**src/rtl/content_loss_accum.sv**
```systemverilog
// content_loss_accum
// Accumulates TILES per-tile content-loss values into one saturating frame
// total. The total and its sticky saturation flag are offered to the
// optimiser/control logic over a valid/ready handshake.
// Optional build macro: CONTENT_LOSS_MAX_EN adds tile_loss_max, the largest
// tile accepted in the frame.
//
// state | meaning
// IDLE  | waiting for start; no tiles accepted, no result offered
// ACCUM | tile_ready high; summing accepted tiles until TILES are taken
// DONE  | frame_valid high; result held until frame_ready
module content_loss_accum #(
  parameter int LOSS_W = 16,
  parameter int TILES  = 64,
  parameter int ACC_W  = 32
) (
  input  logic              clk,
  input  logic              rst_n,
  input  logic              start,
  input  logic [LOSS_W-1:0] tile_loss,
  input  logic              tile_valid,
  output logic              tile_ready,
  output logic [ACC_W-1:0]  frame_loss,
  output logic              frame_sat,
  output logic              frame_valid,
  input  logic              frame_ready,
  output logic              busy
`ifdef CONTENT_LOSS_MAX_EN
  ,
  output logic [LOSS_W-1:0] tile_loss_max
`endif
);

  localparam int CNT_W = (TILES > 1) ? $clog2(TILES) : 1;
  localparam logic [CNT_W-1:0] LAST_CNT = CNT_W'(TILES - 1);

  // One-hot so that tile_ready / frame_valid come straight off a flop.
  typedef enum logic [2:0] {
    IDLE  = 3'b001,
    ACCUM = 3'b010,
    DONE  = 3'b100
  } state_t;

  state_t            state;
  state_t            state_nxt;
  logic [ACC_W-1:0]  acc;
  logic              sat;
  logic [CNT_W-1:0]  cnt;
  logic [ACC_W:0]    sum;
  logic [ACC_W-1:0]  acc_nxt;
  logic              sat_nxt;
  logic              accept;
  logic              last;
  logic              begin_frame;

  assign accept      = tile_valid & tile_ready;
  assign last        = (cnt == LAST_CNT);
  assign begin_frame = (state == IDLE) & start;

  // Saturating add: the extra carry bit means the sum can never wrap.
  always_comb begin
    sum     = {1'b0, acc} + {{(ACC_W + 1 - LOSS_W){1'b0}}, tile_loss};
    sat_nxt = sat | sum[ACC_W];
    acc_nxt = sum[ACC_W] ? {ACC_W{1'b1}} : sum[ACC_W-1:0];
  end

  // State register.
  always_ff @(posedge clk) begin
    if (!rst_n) state <= IDLE;
    else        state <= state_nxt;
  end

  // Next-state logic; start is only honoured in IDLE.
  always_comb begin
    state_nxt = state;
    case (state)
      IDLE:    if (start) state_nxt = ACCUM;
      ACCUM:   if (accept && last) state_nxt = DONE;
      DONE:    if (frame_ready) state_nxt = IDLE;
      default: state_nxt = IDLE;
    endcase
  end

  // Output decode from the one-hot state bits.
  always_comb begin
    tile_ready  = (state == ACCUM);
    frame_valid = (state == DONE);
    busy        = (state == ACCUM) | (state == DONE);
  end

  // Accumulator, tile counter and frame result; the result only changes on
  // the final accept, so it is stable through DONE and held afterwards.
  always_ff @(posedge clk) begin
    if (!rst_n) begin
      acc        <= '0;
      sat        <= 1'b0;
      cnt        <= '0;
      frame_loss <= '0;
      frame_sat  <= 1'b0;
    end else if (begin_frame) begin
      acc <= '0;
      sat <= 1'b0;
      cnt <= '0;
    end else if (accept) begin
      acc <= acc_nxt;
      sat <= sat_nxt;
      cnt <= cnt + CNT_W'(1);
      if (last) begin
        frame_loss <= acc_nxt;
        frame_sat  <= sat_nxt;
      end
    end
  end

`ifdef CONTENT_LOSS_MAX_EN
  logic [LOSS_W-1:0] max_run;
  logic [LOSS_W-1:0] max_nxt;

  assign max_nxt = (tile_loss > max_run) ? tile_loss : max_run;

  // Running maximum; published with frame_loss and held until the next start.
  always_ff @(posedge clk) begin
    if (!rst_n) begin
      max_run       <= '0;
      tile_loss_max <= '0;
    end else if (begin_frame) begin
      max_run       <= '0;
      tile_loss_max <= '0;
    end else if (accept) begin
      max_run <= max_nxt;
      if (last) tile_loss_max <= max_nxt;
    end
  end
`endif

endmodule
```
**config.mk**
```make
export PLATFORM = sky130hd
export DESIGN_NAME = content_loss_accum
export DESIGN_NICKNAME = d
export VERILOG_FILES = /design/src/rtl/content_loss_accum.sv
export SDC_FILE = /design/constraint.sdc
export NUM_CORES = 1
export LEC_CHECK = 0
export BUFFER_PORTS_ARGS = -buffer_cell sky130_fd_sc_hd__buf_2
export CORE_ASPECT_RATIO = 1.4
export CORE_MARGIN = 3
export CORE_UTILIZATION = 53
export CTS_CLUSTER_DIAMETER = 200
export DETAILED_ROUTE_END_ITERATION = 10
export GPL_TIMING_DRIVEN = 0
export MAX_ROUTING_LAYER = met4
export PLACE_DENSITY_LB_ADDON = 0.25
export REMOVE_ABC_BUFFERS = 1
export SKIP_CTS_REPAIR_TIMING = 1
export SLEW_MARGIN = 40
export SYNTH_ARGS = -nofsm -noshare
export SYNTH_HDL_FRONTEND = slang
export SYNTH_SLANG_ARGS = --single-unit
```
**constraint.sdc**
```tcl
create_clock -name clk -period 3.3 [get_ports clk]
set_input_delay 0.33 -clock clk [delete_from_list [all_inputs] [get_ports clk]]
set_output_delay 0.33 -clock clk [all_outputs]
set_load 0.01 [all_outputs]
```
After elaboration in Yosys (flattened, before gate mapping)
Index checks and enable logic that the tools add are counted.

Bitwise operators: 6. Multiplexer cells: 5. Reduce and logical (&&, ||, !) cells: 4. $add $sub $neg: 2. Equal/unequal tests: 7.

Operator list (count): $add A32 B16 Y33 (1); $mux W32 (1); $mux W3 (3); $pmux W3 S3 (1); $add A6 B1 Y6 const B (1); $eq A6 B6 Y1 const B (1); $reduce_and A3 Y1 (2); $ne A2 B1 Y1 const B (2); $eq A3 B1 Y1 const B (1); $eq A3 B2 Y1 const B (1); $eq A3 B3 Y1 const B (1); $and A1 B1 Y1 (2); $ne A2 B2 Y1 const B (1); $not A1 Y1 (2); $or A1 B1 Y1 (2); $reduce_or A2 Y1 (1); $logic_and A1 B1 Y1 (1).

Input port bits: 21. Register bits: 75. Word-level logic and storage cells: 30. Output and inout bits: 36.

Longest topological paths before layout
Word-level depth: 5. Gate-level depth with buffers: 11. Gate-level depth less buffers: 9.

Least setup slack after synthesis
No wires, ideal clock.

Kind: input port to flip-flop. Start point: in tile_loss[0]. End point: reg acc[21]. Buffers on the path: 2. Stages: 11. Arrival: 2.254 ns. Library setup time: 0.122 ns. Path slack: 0.924 ns. Required time: 3.178 ns. Path through: ha_1 -> fa_1 -> a21oi_1 -> o211ai_1 -> o211ai_1 -> a31oi_2 -> and2_1 -> buf_6 -> buf_6 -> o31ai_2 -> a21oi_1.

Word-level cells in the longest chain between the ends: 2.

Ends and longest elaborated chain: from (decl) (RTL line 20) `input logic [LOSS_W-1:0] tile_loss,`; $add A32 B16 Y33 (RTL line 62) `sum = {1'b0, acc} + {{(ACC_W + 1 - LOSS_W){1'b0}}, tile_loss};`; $mux W32 (RTL line 64) `acc_nxt = sum[ACC_W] ? {ACC_W{1'b1}} : sum[ACC_W-1:0];`; to (signal assigned) (RTL line 105) `acc <= acc_nxt;`; to (decl) (RTL line 46) `logic [ACC_W-1:0] acc;`.

No other way between the ends. A chain may end at the register's enable or synchronous reset.

Final worst setup path
Start point: reg acc[0]. End point: reg frame_loss[23].

Word-level cells in the longest chain between the ends: 2.

Ends and longest elaborated chain: $add A32 B16 Y33 (RTL line 62); $mux W32 (RTL line 64); to (signal assigned) (RTL line 109) `frame_loss <= acc_nxt;`; to (decl) (RTL line 23) `output logic [ACC_W-1:0] frame_loss,`.

No other way between the ends.

==> key figures <==
Run status
  – Run status: complete, no violations

Detailed routing
  – Vias per inst: 5.89
  – Detailed Route Iter0 Violations: 260
  – Router iterations before antenna repair: 4
  – Residual DRC count: 0
  – Wirelength per Cell: 15.2 µm
  – Vias: 3,642
  – Final wirelength: 9400 µm
  – Antenna-violating nets left: 0

Place
  – Place WS: 60.0 ps
  – Hpwl dp: 6640 µm
  – Port Buf Inserts: 56
  – RD Place Congestion: 0.917

Die
  – Starting Density: 0.556
  – Core ar.: 0.00712 mm²
  – Die height: 108 µm
  – Die area: 0.00855 mm²
  – Die Wd: 79.0 µm
  – I/O pin count: 57
  – Row Count: 36

Critical path
  – Worst Path Required: 3510 ps
  – Crit-path cells: ha_1 > fa_1 > a21oi_1 > o211ai_1 > o211ai_1 > a31oi_4 > and2_2 > nor2_2 > a21oi_1
  – Reg2reg setup slack: 320 ps
  – Crit-path slowest cell: and2_2
  – R2R Path End: frame_loss[23]
  – Worst R2R Start: acc[0]
  – WP data arrival: 3190 ps
  – Highest net fanout along the worst path: 23
  – Startpoint Class: flip-flop
  – Worst reg-to-reg path cell count: 9
  – Crit path kind: reg2reg
  – Worst path max stage delay: roughly 450 ps
  – CP Capture Type: flip-flop

Power and ir drop
  – Internal power: 1.45 mW
  – Sw Ratio: 0.220
  – Clock network fraction of design power: 0.448
  – Power Density: 414 mW/mm²
  – Reg power frac: 0.492
  – Comb pwr share: 0.060
  – Leak: 1.90 nW
  – Sw Pwr: just over 0.4 mW
  – VDD IR max: 281 µV

Worst hold path
  – Hold crit path type: in2reg
  – Hold Crit Depth: 3
  – Worst Hold End: state[2]
  – Hold Path Origin: frame_ready

Clock network
  – Clock sinks: 75
  – CTS Buf Count: 9
  – CTS tree: done
  – CTS HTree Levels: 3
  – Clk_lat worst skew: 340 ps
  – Clock transition at the registers of the reported paths: 80 ps
  – Root buf cell: clkbuf_8
  – CTS Buffer Depth: 2

Timing
  – RSZ-0062 raised after global routing: no
  – Setup WS post-layout: between 300 and 400 ps
  – Final Cycle Share: 0.902
  – Hold_ws: between 300 and 400 ps
  – # setup viols final: 0
  – Worst-margin pin slew: between 700 and 800 ps
  – Skew final: between 9 and 10 ps
  – Post-route minimum period: a little under 3000 ps
  – Final Hold Vio Count: 0
  – Maximum clock frequency: 336 MHz
  – Fin. max-slew vios: 0
  – Setup TNS: 0 ps
  – Max-slew headroom: 0.478

Synth
  – Top_reg_cell synth: dfxtp_1
  – Seq cells post-synth: 75
  – Mux contribution to synthesized area: 0.00506
  – YS warnings: 0
  – Adder-cell share of the synthesized area: 0.0588
  – Sequential-to-total area share from yosys stat: 0.379
  – Top cell type's share of synthesized area: 0.379
  – Synth unique cells: 52
  – Post-synthesis xor/xnor area fraction: 0.0487
  – Largest family of logic cells by synthesized area: compound AO/OA/AOI/OAI gates
  – Number of flops mapped to enable cells by yosys: 0
  – Synth cell count leaders: dfxtp_1, a21oi_1, o21ai_0, nor2_1, nand2_1
  – Post-synthesis simple-gate area fraction: 0.200
  – Post-synthesis compound-gate area fraction: 0.260
  – Yosys top cell by area: dfxtp_1
  – Syn_area_per_cell: 8.24 µm²
  – Gate Count Post-Synth: 480
  – Top post-synthesis cells by area: dfxtp_1, a21oi_1, o21ai_0
  – Asr flop ratio synth: 0
  – Synthesized area: between 0.003 and 0.004 mm²
  – Most common cell in the netlist: dfxtp_1

Cells and area
  – Layout Area Growth over Synthesis: 13.3%
  – Layout cells sized above 1: 0.170
  – Finished Core Util: 0.630
  – Fill cells: just under 700
  – Nets@finish: 558
  – Register Area: 0.00150 mm²
  – Area taken by multi-input logic gates: 0.00229 mm²
  – Antenna fix cells: 0

Global routing
  – Vias in the first global route: 3,475
  – Initial antenna violation count: 0
  – GRT Overall Usage: 0.238
  – GR Overflow Total: 0
  – Global-route wire length before repair: approximately 16,000 µm
  – Pin count of the biggest net entering global routing: 47

Run
  – Max_cap viols: 0
metrics by stage:
stage               power [mW]  instances  instance area, µm²
CTS                       1.87        617                4470
global route              1.91        618                4480
floorplan                 1.00        450                3790
global placement          1.04        601                4190
finish                    1.85        618                4480
detailed placement        1.04        602                4240
area by class of cell:
cell class              instances  share of cell area
multi-input cells             368               0.511
well taps                      95              0.0265
clock inverters                 5              0.0229
inverters                       7             0.00586
clock buffers                  10              0.0285
repair buffers                 58              0.0703
flip-flops and latches         75               0.335
routing by layer:
metal,GRT usage,wire length (µm),up-vias
met4,0.104,240,0
met5,-,0,-
met2,0.402,4870,89
met1,0.274,3880,1699
met3,0.0458,414,19
li1,-,-,1835
state kept, by name, indices dropped and copies added, names as in the netlist:
signal	flops
frame_sat	1
frame_loss	32
acc	32
cnt	6
sat	1
state	3
cells in the final DEF, fill, tap and decap left out, drive strengths merged, types with 11 or more instances in the layout:
cell   count
and3      19
o21ai     59
dfxtp     75
ha        17
buf       58
nor2      37
nand4     11
xor2      14
a21oi     71
nand2     29
nor3      11
a31oi     12
critical path: cells and delay by family (launching register included):
family / cells / cell delay [ps]
flops: 1 / 320
compound gates: 5 / 1070
fa+ha+maj: 2 / 600
simple gates: 2 / 820
logic make-up (layout without fill, tap and decap cells):
| logic type | Yosys count | after routing |
|---|---|---|
| AO/OA/AOI/OAI | 177 | 177 |
| AND/OR/NAND/NOR | 149 | 149 |
| flip-flops | 75 | 75 |
| buffers and inverters | 37 | 80 |
| XOR/XNOR | 22 | 22 |
| adder cells (fa/ha/maj) | 18 | 18 |
| multiplexers | 2 | 2 |
how the worst max path moves through the flow:
stage,slack [ps],cells after the start,startpoint,to
finish,320,9,acc[0],frame_loss[23]
global route,70,9,acc[0],acc[19]
CTS,110,9,acc[0],acc[19]
detailed placement,60,9,tile_loss[7],acc[19]
global placement,-990,7,state[1],frame_loss[28]
floorplan,-60,7,state[1],frame_loss[26]
power by group through the flow:
stage	clock network [mW]	logic (mW)	registers (mW)
2_1_floorplan	0	0.0696	0.932
3_3_place_gp	0	0.106	0.933
3_5_place_dp	0	0.108	0.933
4_1_cts	0.845	0.109	0.912
5_1_grt	0.876	0.125	0.913
6_report	0.831	0.112	0.912
Note: power is estimated with default switching activity, not from simulation.
